==> src/rtl/decode_stage.sv <==
// Decode stage: ISA decode, 32x32 register file, immediate extension, load-use hazard detection, d2e register.
// Optional REGFILE_BYPASS_EN forwards same-cycle write-back data to the read ports instead of stalling.
module decode_stage #(
    parameter int unsigned XLEN  = 32,
    parameter int unsigned NREGS = 32
) (
    input  logic            clock,
    input  logic            reset,
    input  logic [31:0]     d_instr,
    input  logic [XLEN-1:0] d_pc,
    input  logic            d_valid,
    input  logic            w_en,
    input  logic [4:0]      w_reg,
    input  logic [XLEN-1:0] w_data,
    input  logic            e_flush,
    output logic            d_stall,
    output logic            e_valid,
    output logic [XLEN-1:0] e_pc,
    output logic [3:0]      e_op,
    output logic [4:0]      e_dst,
    output logic [XLEN-1:0] e_rs1_val,
    output logic [XLEN-1:0] e_rs2_val,
    output logic [XLEN-1:0] e_imm,
    output logic            e_illegal
);

    typedef enum logic [3:0] {
        OP_NOP  = 4'd0,
        OP_ADD  = 4'd1,
        OP_SUB  = 4'd2,
        OP_MUL  = 4'd3,
        OP_LDB  = 4'd4,
        OP_LDW  = 4'd5,
        OP_STB  = 4'd6,
        OP_STW  = 4'd7,
        OP_BEQ  = 4'd8,
        OP_JUMP = 4'd9
    } op_e;

    logic [6:0] opc;
    logic [4:0] f_dst;
    logic [4:0] f_src1;
    logic [4:0] f_src2;

    assign opc    = d_instr[31:25];
    assign f_dst  = d_instr[24:20];
    assign f_src1 = d_instr[19:15];
    assign f_src2 = d_instr[14:10];

    op_e             dec_op;
    logic            dec_illegal;
    logic            use_a;
    logic            use_b;
    logic            is_store;
    logic            has_dst;
    logic [XLEN-1:0] dec_imm;
    logic [4:0]      dec_dst;
    logic [4:0]      rs2_addr;

    always_comb begin
        dec_op      = OP_NOP;
        dec_illegal = 1'b0;
        use_a       = 1'b0;
        use_b       = 1'b0;
        is_store    = 1'b0;
        has_dst     = 1'b0;
        dec_imm     = '0;
        unique case (opc)
            7'h00: begin dec_op = OP_ADD; use_a = 1'b1; use_b = 1'b1; has_dst = 1'b1; end
            7'h01: begin dec_op = OP_SUB; use_a = 1'b1; use_b = 1'b1; has_dst = 1'b1; end
            7'h02: begin dec_op = OP_MUL; use_a = 1'b1; use_b = 1'b1; has_dst = 1'b1; end
            7'h10: begin
                dec_op  = OP_LDB;
                use_a   = 1'b1;
                has_dst = 1'b1;
                dec_imm = {{(XLEN-15){d_instr[14]}}, d_instr[14:0]};
            end
            7'h11: begin
                dec_op  = OP_LDW;
                use_a   = 1'b1;
                has_dst = 1'b1;
                dec_imm = {{(XLEN-15){d_instr[14]}}, d_instr[14:0]};
            end
            7'h12: begin
                dec_op   = OP_STB;
                use_a    = 1'b1;
                use_b    = 1'b1;
                is_store = 1'b1;
                dec_imm  = {{(XLEN-15){d_instr[14]}}, d_instr[14:0]};
            end
            7'h13: begin
                dec_op   = OP_STW;
                use_a    = 1'b1;
                use_b    = 1'b1;
                is_store = 1'b1;
                dec_imm  = {{(XLEN-15){d_instr[14]}}, d_instr[14:0]};
            end
            7'h30: begin
                dec_op  = OP_BEQ;
                use_a   = 1'b1;
                use_b   = 1'b1;
                dec_imm = {{(XLEN-15){d_instr[24]}}, d_instr[24:20], d_instr[9:0]};
            end
            7'h31: begin
                dec_op  = OP_JUMP;
                dec_imm = {{(XLEN-20){d_instr[24]}}, d_instr[24:20], d_instr[14:0]};
            end
            default: dec_illegal = 1'b1;
        endcase
    end

    // Stores carry their data register in the dst field, so port B is steered there.
    assign rs2_addr = is_store ? f_dst : f_src2;
    assign dec_dst  = has_dst ? f_dst : '0;

    logic [XLEN-1:0] rf_q [NREGS];

    always_ff @(posedge clock or negedge reset) begin
        if (!reset) begin
            rf_q <= '{default: '0};
        end else if (w_en && (w_reg != '0)) begin
            rf_q[w_reg] <= w_data;
        end
    end

    logic [XLEN-1:0] rd_a;
    logic [XLEN-1:0] rd_b;

    always_comb begin
        rd_a = (f_src1 == '0) ? '0 : rf_q[f_src1];
        rd_b = (rs2_addr == '0) ? '0 : rf_q[rs2_addr];
`ifdef REGFILE_BYPASS_EN
        if (w_en && (w_reg == f_src1) && (f_src1 != '0)) begin
            rd_a = w_data;
        end
        if (w_en && (w_reg == rs2_addr) && (rs2_addr != '0)) begin
            rd_b = w_data;
        end
`endif
    end

    logic            e_valid_q, e_valid_d;
    logic [XLEN-1:0] e_pc_q, e_pc_d;
    op_e             e_op_q, e_op_d;
    logic [4:0]      e_dst_q, e_dst_d;
    logic [XLEN-1:0] e_rs1_q, e_rs1_d;
    logic [XLEN-1:0] e_rs2_q, e_rs2_d;
    logic [XLEN-1:0] e_imm_q, e_imm_d;
    logic            e_illegal_q, e_illegal_d;

    logic load_use;
    logic wb_conflict;

    always_comb begin
        load_use = e_valid_q && ((e_op_q == OP_LDB) || (e_op_q == OP_LDW)) &&
                   (e_dst_q != '0) && d_valid &&
                   ((use_a && (f_src1 == e_dst_q)) || (use_b && (rs2_addr == e_dst_q)));
`ifdef REGFILE_BYPASS_EN
        wb_conflict = 1'b0;
`else
        // Without forwarding the read would see stale data, so hold one cycle until the write lands.
        wb_conflict = w_en && (w_reg != '0) && d_valid &&
                      ((use_a && (f_src1 == w_reg)) || (use_b && (rs2_addr == w_reg)));
`endif
    end

    assign d_stall = reset && !e_flush && (load_use || wb_conflict);

    always_comb begin
        e_valid_d   = 1'b0;
        e_pc_d      = '0;
        e_op_d      = OP_NOP;
        e_dst_d     = '0;
        e_rs1_d     = '0;
        e_rs2_d     = '0;
        e_imm_d     = '0;
        e_illegal_d = 1'b0;
        if (d_valid && !e_flush && !d_stall) begin
            e_valid_d   = 1'b1;
            e_pc_d      = d_pc;
            e_op_d      = dec_op;
            e_dst_d     = dec_dst;
            e_rs1_d     = rd_a;
            e_rs2_d     = rd_b;
            e_imm_d     = dec_imm;
            e_illegal_d = dec_illegal;
        end
    end

    always_ff @(posedge clock or negedge reset) begin
        if (!reset) begin
            e_valid_q   <= 1'b0;
            e_pc_q      <= '0;
            e_op_q      <= OP_NOP;
            e_dst_q     <= '0;
            e_rs1_q     <= '0;
            e_rs2_q     <= '0;
            e_imm_q     <= '0;
            e_illegal_q <= 1'b0;
        end else begin
            e_valid_q   <= e_valid_d;
            e_pc_q      <= e_pc_d;
            e_op_q      <= e_op_d;
            e_dst_q     <= e_dst_d;
            e_rs1_q     <= e_rs1_d;
            e_rs2_q     <= e_rs2_d;
            e_imm_q     <= e_imm_d;
            e_illegal_q <= e_illegal_d;
        end
    end

    assign e_valid   = e_valid_q;
    assign e_pc      = e_pc_q;
    assign e_op      = e_op_q;
    assign e_dst     = e_dst_q;
    assign e_rs1_val = e_rs1_q;
    assign e_rs2_val = e_rs2_q;
    assign e_imm     = e_imm_q;
    assign e_illegal = e_illegal_q;

endmodule
==> config.mk <==
export PLATFORM = sky130hd
export DESIGN_NAME = decode_stage
export DESIGN_NICKNAME = d
export VERILOG_FILES = /design/src/rtl/decode_stage.sv
export SDC_FILE = /design/constraint.sdc
export NUM_CORES = 2
export LEC_CHECK = 0
export ABC_AREA = 1
export CORE_MARGIN = 3
export CORE_UTILIZATION = 50
export DETAILED_ROUTE_END_ITERATION = 7
export HOLD_SLACK_MARGIN = 0.05
export PLACE_DENSITY = 0.69
export SLEW_MARGIN = 40
export SYNTH_ARGS = -nofsm -noshare
export SYNTH_HDL_FRONTEND = slang
export SYNTH_SLANG_ARGS = --single-unit
==> constraint.sdc <==
create_clock -name clock -period 3.4 [get_ports clock]
set_input_delay 0.85 -clock clock [delete_from_list [all_inputs] [get_ports clock]]
set_output_delay 0.85 -clock clock [all_outputs]
set_load 0.02 [all_outputs]
==> run summary <==
### STA
• 0 — Finish-stage setup viols
• 0 — count of final max-slew check failures
• 0.964 ns — slew at the pin with the worst max-slew slack
• 0.138 ns — Worst Hold Margin
• 303 MHz — maximum clock frequency
• 3.30 ns — shortest clock period the worst path allows after layout
• 0.0956 ns — setup slack of the critical path after layout
• 0.972 — Final Cycle Share
• 0 — number of hold-slack violations in the final timing report
• 0.0340 ns — worst-case clock skew
• 0.357 — Max-slew headroom

### Critical path
• in -> out — classification of the worst setup path
• e_dst[2] — Reg-to-Reg Start
• 1.09 ns — register-to-register setup slack
• input port — Worst setup SP type
• d_instr[31] — Critical Path Start
• d_stall — last element of the critical path
• 2.45 ns — CP Data Arrival Time
• e_rs1_val[19] — endpoint of the worst-slack reg-to-reg timing path
• 6 — highest net fanout along the worst path
• 2.55 ns — Worst EP required
• output pin — Crit. End Element
• 10 — length in cells of the worst reg-to-reg path

### Floorplanning
• 123000 um^2 — die outline area
• 117000 um^2 — total core area
• 0.508 — initial core utilization
• 246 — Top Ports
• 351 um — DIE WIDTH
• 125 — count of standard-cell rows
• 351 um — Die Y-Extent

### Placed design
• 9329 — Placed Cells
• 0.928 — Final GP Congestion
• 245 — number of input and output port buffers inserted
• -0.844 ns — Setup Slack @ Placement
• 133 mm — half-perimeter wire length after placement
• 65500 um^2 — placed standard-cell area

### Clock network
• 1151 — clk sink count
• 0.06 ns — clock-pin slew of the registers on the worst-case setup and hold paths
• 3 — maximum number of buffers from clock root to sink
• 130 — Inserted Clock Buffers
• 4 — Clock H-tree levels
• 0.77 ns — source-to-sink clock delay at the later pin of the worst-skew pair
• done — TritonCTS clock tree
• sky130_fd_sc_hd__clkbuf_16 — cell at the root of the clock tree
• 0 — hold bufs inserted after CTS

### GRT
• 57400 — vias in the first global route
• 5 — number of antenna violations at the first check in global routing
• 143 — maximum number of pins on one net before global-route repair
• 355 mm — global-route wire length before repair
• 0 — GRT Residual Overflow
• 0.377 — GRT Util Overall

### Logic synthesis
• 0.484 — fraction of the yosys area taken by sequential cells
• 1151 — number of synthesized register bits
• sky130_fd_sc_hd__dfrtp_1 — Post-synth top flop
• 0.282 — synthesized-area fraction occupied by and/or/nand/nor cells
• 7963 — Gate Count Post-Synth
• 0.00118 — area share of xor/xnor cells in the synthesized design
• sky130_fd_sc_hd__dfrtp_1 48%, sky130_fd_sc_hd__nand2_1 13%, sky130_fd_sc_hd__o21ai_0 12% — main area contributors after synthesis
• 0 — Post-synth EDFFs
• 0 — mux cell area share after synthesis
• 8069 — Post-Syn Nets
• 7.47 um^2 — Avg Inst Size Synth
• 35 — number of distinct library cells after synthesis
• sky130_fd_sc_hd__dfrtp_1 — top cell type by total area after synthesis
• simple AND/OR/NAND/NOR gates — largest family of logic cells by synthesized area
• 0.484 — top-area cell type share of the netlist area
• 59500 um^2 — combined area of all synthesized cells
• 1.00 — share of async-settable or async-resettable flops after synthesis
• 0.170 — share of the synthesized area in compound gates (AO/OA/AOI/OAI)
• 0 — total number of yosys warnings
• 0 — synthesized-area fraction occupied by adder cells

### Run status
• finished with violations — outcome
• design-rule violations — failing checks

### Routing
• 24.5 um — routed len/inst
• 8 — count of TritonRoute iterations in the first routing pass
• 60900 — Vias
• 6.37 — ratio of routed vias to standard cells
• 235 mm — wire length reported by the detailed router
• 1 — number of design rule violations left after detail routing
• 9470 — Detailed Route Iter0 Violations
• 0 — remaining number of nets flagged by the antenna check after routing

### Finish
• 1976 x sky130_fd_sc_hd__nand2_1, 1380 x sky130_fd_sc_hd__o21ai_0, 1151 x sky130_fd_sc_hd__dfrtp_1 — most frequent cells in the layout
• 8052 — final layout net count
• 0.600 — Post-Route Utilization
• 0.0885 — layout cells sized above 1
• 9569 — fin cells
• 10300 — count of fill cells added during filler insertion
• 18.1% — area growth from synthesis to layout
• 28800 um^2 — sequential cell area in the final layout
• sky130_fd_sc_hd__nand2_1 — most frequent standard cell in the layout excluding fill and tap cells
• 70300 um^2 — final instance area
• 27400 um^2 — area occupied by multi-input gates

### Job
• 0 — max cap viols

### Power
• 31.7 nW — Leakage
• 0.000508 V — largest voltage drop on the vdd net
• 571 nW/um^2 — power density of the placed cells

### Hold path
• in -> async — worst min-delay path class

## worst max-delay path, stage by stage
cell,delay (ns)
sky130_fd_sc_hd__buf_2,0.10
sky130_fd_sc_hd__inv_2,0.05
sky130_fd_sc_hd__nand2_2,0.06
sky130_fd_sc_hd__nor2_4,0.21
sky130_fd_sc_hd__buf_6,0.17
sky130_fd_sc_hd__nand3_2,0.11
sky130_fd_sc_hd__nand3_2,0.10
sky130_fd_sc_hd__nand3_2,0.08
sky130_fd_sc_hd__nor2_2,0.12
sky130_fd_sc_hd__nand2_1,0.07
sky130_fd_sc_hd__nand2_1,0.06
sky130_fd_sc_hd__nand2_1,0.07
sky130_fd_sc_hd__nand2_2,0.09
sky130_fd_sc_hd__nand2_2,0.07
sky130_fd_sc_hd__nor2_2,0.10
sky130_fd_sc_hd__buf_6,0.13
## worst min path at each step
stage               start          to  cells after the start
5_1_grt             reset   rf_q[450]                      2
3_3_place_gp   rf_q[1017]  rf_q[1017]                      0
6_report            reset   rf_q[450]                      2
3_5_place_dp    rf_q[993]   rf_q[993]                      0
4_1_cts             reset   rf_q[386]                      2
2_1_floorplan  rf_q[1000]  rf_q[1000]                      1
## registers in the layout, summed over array words and instances, names as in the netlist
register,count
e_imm,20
e_illegal,1
e_op,4
e_rs1_val,32
e_dst,5
rf_q,1024
e_rs2_val,32
e_pc,32
e_valid,1
## per-stage QoR
stage                     power [W]  setup TNS, ns
after floorplan              0.0224              0
after global placement       0.0249         -30.28
final                        0.0401              0
after detailed placement     0.0252         -30.85
after CTS                    0.0400              0
after global routing         0.0420        -0.0187
## timing repair
action / in CTS / in global routing
gates resized for setup: 60 / 33
setup endpoints to repair: 1 / 1
pin swaps: 14 / 25
endpoints found under the hold margin: 0 / 0
buffers inserted: 6 / 3
## cells by family (layout without fill, tap and decap cells)
group,Yosys count,count (layout)
other cells,0,3
compound gates,1842,1842
simple gates,4051,4051
xor+xnor,8,8
flops,1151,1151
buf+inv,911,990
## synthesized netlist by cell type (3+ instances only)
cell	n
sky130_fd_sc_hd__nand2_1	2020
sky130_fd_sc_hd__o21ai_0	1380
sky130_fd_sc_hd__nand3_1	1160
sky130_fd_sc_hd__dfrtp_1	1151
sky130_fd_sc_hd__nor2_1	838
sky130_fd_sc_hd__clkbuf_1	560
sky130_fd_sc_hd__o221ai_1	198
sky130_fd_sc_hd__a21oi_1	189
sky130_fd_sc_hd__buf_2	182
sky130_fd_sc_hd__inv_1	118
sky130_fd_sc_hd__o22ai_1	45
sky130_fd_sc_hd__buf_1	24
sky130_fd_sc_hd__o211ai_1	20
sky130_fd_sc_hd__nor3_1	14
sky130_fd_sc_hd__buf_4	13
sky130_fd_sc_hd__buf_6	7
sky130_fd_sc_hd__inv_2	5
sky130_fd_sc_hd__nand2_2	5
sky130_fd_sc_hd__xor2_1	5
sky130_fd_sc_hd__a22oi_1	4
sky130_fd_sc_hd__nand4_1	4
sky130_fd_sc_hd__xnor2_1	3
## report_power, final
part | leakage [nW] | switching, W | internal (W) | total (W)
clock | 2.18 | 0.00586 | 0.00897 | 0.0148
sequential | 14.9 | 0.00192 | 0.0161 | 0.0180
combinational | 14.6 | 0.00445 | 0.00288 | 0.00733
total | 31.7 | 0.0122 | 0.0279 | 0.0401
## final cells by class
type                       count  area share
inverter                     125     0.00721
tap                         1524      0.0271
timing repair buffer         637       0.102
clock buffer                 193      0.0549
sequential                  1151       0.410
clock inverter                35     0.00835
multi-input combinational   5901       0.390
antenna                        3    0.000107
## per-layer routing
metal	up-vias	track usage	part of all wire
met5	-	0	0.000051
met1	28900	0.498	0.38
met4	2	0.223	0.066
met2	4385	0.560	0.43
met3	952	0.0953	0.13
li1	26700	-	-
(Power assumes the default switching activity.)
